<file path="config.mk">
export PLATFORM = sky130hd
export DESIGN_NAME = bram_stream_reader
export DESIGN_NICKNAME = d
export VERILOG_FILES = /design/src/rtl/bram_stream_reader.sv
export SDC_FILE = /design/constraint.sdc
export NUM_CORES = 1
export LEC_CHECK = 0
export BUFFER_PORTS_ARGS = -buffer_cell sky130_fd_sc_hd__buf_2
export CAP_MARGIN = 20
export CORE_UTILIZATION = 53
export CTS_BUF_LIST = sky130_fd_sc_hd__clkbuf_8
export DETAILED_ROUTE_END_ITERATION = 10
export GPL_TIMING_DRIVEN = 0
export PLACE_DENSITY_LB_ADDON = 0.3
export REMOVE_ABC_BUFFERS = 1
export SLEW_MARGIN = 0
export SYNTH_ARGS = -nofsm -noshare
export SYNTH_HDL_FRONTEND = slang
export SYNTH_SLANG_ARGS = --single-unit
</file>
<file path="constraint.sdc">
create_clock -name clk -period 3.3 [get_ports clk]
set_input_delay 0.33 -clock clk [delete_from_list [all_inputs] [get_ports clk]]
set_output_delay 0.33 -clock clk [all_outputs]
set_load 0.05 [all_outputs]
</file>
<file path="src/rtl/bram_stream_reader.sv">
// Streams len words read from a 1-cycle-latency BRAM onto a valid/ready port.
// Optional: define BRAM_STREAM_BITREV_EN to bit-reverse the issued read addresses.
module bram_stream_reader #(
  parameter int DLEN = 32,
  parameter int HLEN = 9
) (
  input  logic            clk,
  input  logic            reset,
  input  logic            start,
  input  logic [HLEN-1:0] base,
  input  logic [HLEN:0]   len,
  output logic            busy,
  output logic            done,
  output logic [HLEN-1:0] ram_raddr,
  input  logic [DLEN-1:0] ram_dout,
  output logic [DLEN-1:0] m_data,
  output logic            m_valid,
  input  logic            m_ready,
  output logic            m_last
);

  typedef enum logic [1:0] {IDLE, RUN, DRAIN, DONE} state_t;

  state_t          state_reg, state_next;
  logic [HLEN-1:0] base_reg;
  logic [HLEN:0]   len_reg;
  logic [HLEN:0]   issue_cnt_reg;
  logic [HLEN:0]   beat_cnt_reg;
  logic [HLEN-1:0] raddr_reg;
  logic [DLEN-1:0] fifo_reg [2];
  logic            rd_ptr_reg, wr_ptr_reg;
  logic [1:0]      occ_reg;
  logic            inflight_reg;

  logic            pop, issue, last_beat;
  logic [2:0]      pending;
  logic [HLEN-1:0] logical_addr, phys_addr;

  assign m_valid   = (occ_reg != 2'd0);
  assign m_data    = fifo_reg[rd_ptr_reg];
  assign pop       = m_valid & m_ready;
  assign last_beat = (beat_cnt_reg == len_reg - (HLEN+1)'(1));
  assign m_last    = m_valid & last_beat;
  assign busy      = (state_reg == RUN) || (state_reg == DRAIN);
  assign done      = (state_reg == DONE);

  // Words the FIFO will hold after this edge; a new read fits only if this is below 2.
  assign pending = {1'b0, occ_reg} + {2'b00, inflight_reg} - {2'b00, pop};
  assign issue   = (state_reg == RUN) && (pending < 3'd2);

  assign logical_addr = base_reg + issue_cnt_reg[HLEN-1:0];

`ifdef BRAM_STREAM_BITREV_EN
  genvar gi;
  generate
    for (gi = 0; gi < HLEN; gi++) begin : g_bitrev
      assign phys_addr[gi] = logical_addr[HLEN-1-gi];
    end
  endgenerate
`else
  assign phys_addr = logical_addr;
`endif

  // The address bus shows the new read only in the cycle it is issued, else holds.
  assign ram_raddr = issue ? phys_addr : raddr_reg;

  always_comb begin
    state_next = state_reg;
    case (state_reg)
      IDLE:  if (start) state_next = (len == '0) ? DONE : RUN;
      RUN:   if (issue && (issue_cnt_reg + (HLEN+1)'(1) == len_reg)) state_next = DRAIN;
      DRAIN: if (pop && last_beat) state_next = DONE;
      DONE:  state_next = IDLE;
      default: state_next = IDLE;
    endcase
  end

  always_ff @(posedge clk) begin
    if (reset) begin
      state_reg     <= IDLE;
      base_reg      <= '0;
      len_reg       <= '0;
      issue_cnt_reg <= '0;
      beat_cnt_reg  <= '0;
      raddr_reg     <= '0;
      fifo_reg[0]   <= '0;
      fifo_reg[1]   <= '0;
      rd_ptr_reg    <= 1'b0;
      wr_ptr_reg    <= 1'b0;
      occ_reg       <= 2'd0;
      inflight_reg  <= 1'b0;
    end else begin
      state_reg <= state_next;
      if (state_reg == IDLE && start) begin
        base_reg      <= base;
        len_reg       <= len;
        issue_cnt_reg <= '0;
        beat_cnt_reg  <= '0;
      end
      if (issue) begin
        issue_cnt_reg <= issue_cnt_reg + (HLEN+1)'(1);
        raddr_reg     <= phys_addr;
      end
      inflight_reg <= issue;
      if (inflight_reg) begin
        fifo_reg[wr_ptr_reg] <= ram_dout;
        wr_ptr_reg           <= ~wr_ptr_reg;
      end
      if (pop) begin
        rd_ptr_reg   <= ~rd_ptr_reg;
        beat_cnt_reg <= beat_cnt_reg + (HLEN+1)'(1);
      end
      occ_reg <= pending[1:0];
    end
  end

endmodule

</file>
==> flow_metrics.env <==
export IMPL_clkSinkCount=120
export IMPL_gp_congestion=0.841
export IMPL_final_nets=790
export IMPL_status="finished with violations"
export IMPL_die_w_um=110
export IMPL_synth_area_top_cells="edfxtp_1, dfxtp_1, and2_1"
export IMPL_place_ws_ns=-1.17
export IMPL_dieArea_mm2=0.0120
export IMPL_hold_viol=0
export IMPL_routed_wl_um=13800
export IMPL_drt_pass1_iterations=4
export IMPL_grt_usage=0.240
export IMPL_grt_max_degree=62
export IMPL_critPathKind="flop to primary output"
export IMPL_worst_pin_slew_ns=0.952
export IMPL_antenna_left=0
export IMPL_setup_ws_ns=-0.0459
export IMPL_dpl_hpwl_um=8910
export IMPL_ys_flop_type="edfxtp_1"
export IMPL_vias=4867
export IMPL_num_rows=38
export IMPL_synth_most_common_cell="nand2_1"
export IMPL_area_delta_synth_final_pct=22.2
export IMPL_period_minus_slack_ns=3.35
export IMPL_grt_pass1_vias=4755
export IMPL_synth_warnings=0
export IMPL_setup_viol=3
export IMPL_yosysUniqueCellTypes=58
export IMPL_synth_area_leader_cell="edfxtp_1"
export IMPL_antenna_found_initial=0
export IMPL_wl_per_cell_um=15.9
export IMPL_syn_inst=608
export IMPL_leakagePower_nw=3.07
export IMPL_start_util=0.555
export IMPL_clock_latency_ns=0.42
export IMPL_chipHeight_um=110
export IMPL_grt_pass1_wl_um=22000
export IMPL_netlist_area_mm2=0.00615
export IMPL_cts_buffers=17
export IMPL_finalClockSkew_ns=0.00705
export IMPL_finalPower_mw=5.99
export IMPL_syn_area_per_cell_um2=10.1
export IMPL_ir_drop_v=0.000485
export IMPL_required_ns=2.97
export IMPL_worstPathArrival_ns=3.02
export IMPL_period_share=1.01
export IMPL_cts_buffer_depth=2
export IMPL_async_flop_share=0
export IMPL_ys_seq_elements=120
export IMPL_maxSlewHeadroom=0.365
export IMPL_synth_edff_count=64
export IMPL_cts_root_buf="clkbuf_8"
export IMPL_largest_reg_flops=64
export IMPL_max_freq_mhz=299
export IMPL_cts_htree_levels=4
export IMPL_initialDrtViolationCount=314
export IMPL_clk_pin_slew_ns=0.07
export IMPL_netlist_area_leader_share=0.313
export IMPL_ys_seq_area_frac=0.495
export IMPL_insertedDiodeCount=0
export IMPL_grt_ovfl_total=0
export IMPL_ios=100
export IMPL_route_detailed_drc=0
export IMPL_hold_ws_ns=0.142
export IMPL_min_path_type="input pin to flop"
export IMPL_violations="setup timing"
export IMPL_rsz0062_at_grt="true"
export IMPL_crit_path_end_kind="primary output"
export IMPL_drive_above_1_share=0.302
export IMPL_slew_violations=0
export IMPL_critPathLaunchType="flop"
export IMPL_power_per_cell_area_mw_per_mm2=797
export IMPL_cts_tree="built"
export IMPL_coreArea_mm2=0.0111
export IMPL_critPathMaxFanout=7
export IMPL_drt_vias_per_instance=5.61
export IMPL_utilization=0.678
export IMPL_ys_top_cells_by_count="nand2_1, and2_1, edfxtp_1, dfxtp_1, a21oi_1"
export IMPL_numPortBuffers=99
export IMPL_max_cap_violations=0
-- path summary, 6_finish.rpt --
check | to | slack, ns | from | depth (start not counted)
worst max-delay path | ram_raddr[6] | -0.05 | occ_reg[0] | 13
worst min-delay path | base_reg[1] | 0.14 | base[1] | 3
worst max register to register | state_reg[1] | 0.01 | occ_reg[0] | 15
worst min register to register | base_reg[2] | 0.47 | base_reg[2] | 2
-- metrics by stage --
| stage | cells | TNS [ns] | cell area (um2) |
|---|---|---|---|
| CTS | 866 | -0.0387 | 7410 |
| global route | 868 | -0.654 | 7510 |
| floorplan | 574 | -27.68 | 5970 |
| detailed placement | 818 | -20.68 | 6730 |
| finish | 868 | -0.102 | 7510 |
| global placement | 813 | -75.35 | 6640 |
-- cells in the final DEF (no fill, tap or decap), types with 5 or more instances in the layout --
| master | netlist | routed |
|---|---|---|
| buf_4 | 3 | 15 |
| nor2_1 | 32 | 32 |
| buf_2 | 0 | 90 |
| buf_6 | 2 | 11 |
| nor3_1 | 10 | 8 |
| ha_1 | 18 | 16 |
| a21o_1 | 5 | 5 |
| dfxtp_1 | 56 | 53 |
| xor2_1 | 12 | 12 |
| and3_1 | 7 | 6 |
| a21oi_1 | 43 | 43 |
| or3_1 | 6 | 6 |
| mux2_2 | 32 | 32 |
| a31oi_1 | 5 | 5 |
| edfxtp_1 | 64 | 64 |
| nand2_1 | 71 | 67 |
| inv_1 | 17 | 19 |
| clkbuf_8 | 2 | 18 |
| nand3_1 | 18 | 17 |
| nor2b_1 | 11 | 11 |
| and2_1 | 67 | 66 |
| xnor2_1 | 20 | 19 |
| o21ai_0 | 20 | 16 |
-- layout make-up --
cell class | instances | area (um2)
multi-input cells | 438 | 3090
inverters | 18 | 75.1
clock buffers | 18 | 248
fillers | 884 | 3570
well taps | 140 | 175
repair buffers | 120 | 757
clock inverters | 14 | 121
flip-flops and latches | 120 | 3050
-- repair_timing --
action | CTS | global route
setup buffers | 14 | 1
gates resized for setup | 49 | 19
cloned | 2 | 0
hold buffers | 0 | 0
pin swaps | 10 | 4
setup endpoints to repair | 31 | 11
-- critical path, stage by stage, from the launching register on --
cell and delay (ns):
dfxtp_2 0.33, or2_4 0.28, nand2_8 0.08, inv_8 0.04, ha_4 0.20, inv_2 0.06
ha_4 0.12, inv_2 0.03, fa_2 0.39, xnor2_4 0.25, nand3_4 0.20, buf_4 0.21
o31ai_4 0.20, buf_6 0.19
-- logic make-up (layout without fill, tap and decap cells) --
family / after synthesis / count (layout) / share of synthesized area
flip-flops: 120 / 120 / 0.495
AND/OR/NAND/NOR: 252 / 254 / 0.218
multiplexers: 35 / 35 / 0.0643
AO/OA/AOI/OAI: 97 / 97 / 0.0942
buffers and inverters: 52 / 170 / 0.0395
XOR/XNOR: 32 / 32 / 0.0456
adder cells (fa/ha/maj): 20 / 20 / 0.0431
-- layer usage --
metal | GRT usage | vias to the layer above | wire length, um
met5 | 0 | - | 0
li1 | - | 2346 | -
met1 | 0.285 | 2331 | 5800
met4 | 0.0962 | 0 | 252
met3 | 0.0539 | 27 | 802
met2 | 0.421 | 163 | 6950
-- report_power, final --
part | internal [mW] | switching (mW)
Combinational | 1.02 | 1.75
Sequential | 1.81 | 0.162
Clock | 0.671 | 0.574
Total | 3.50 | 2.49
No activity file was read; power rests on OpenSTA's default activity.
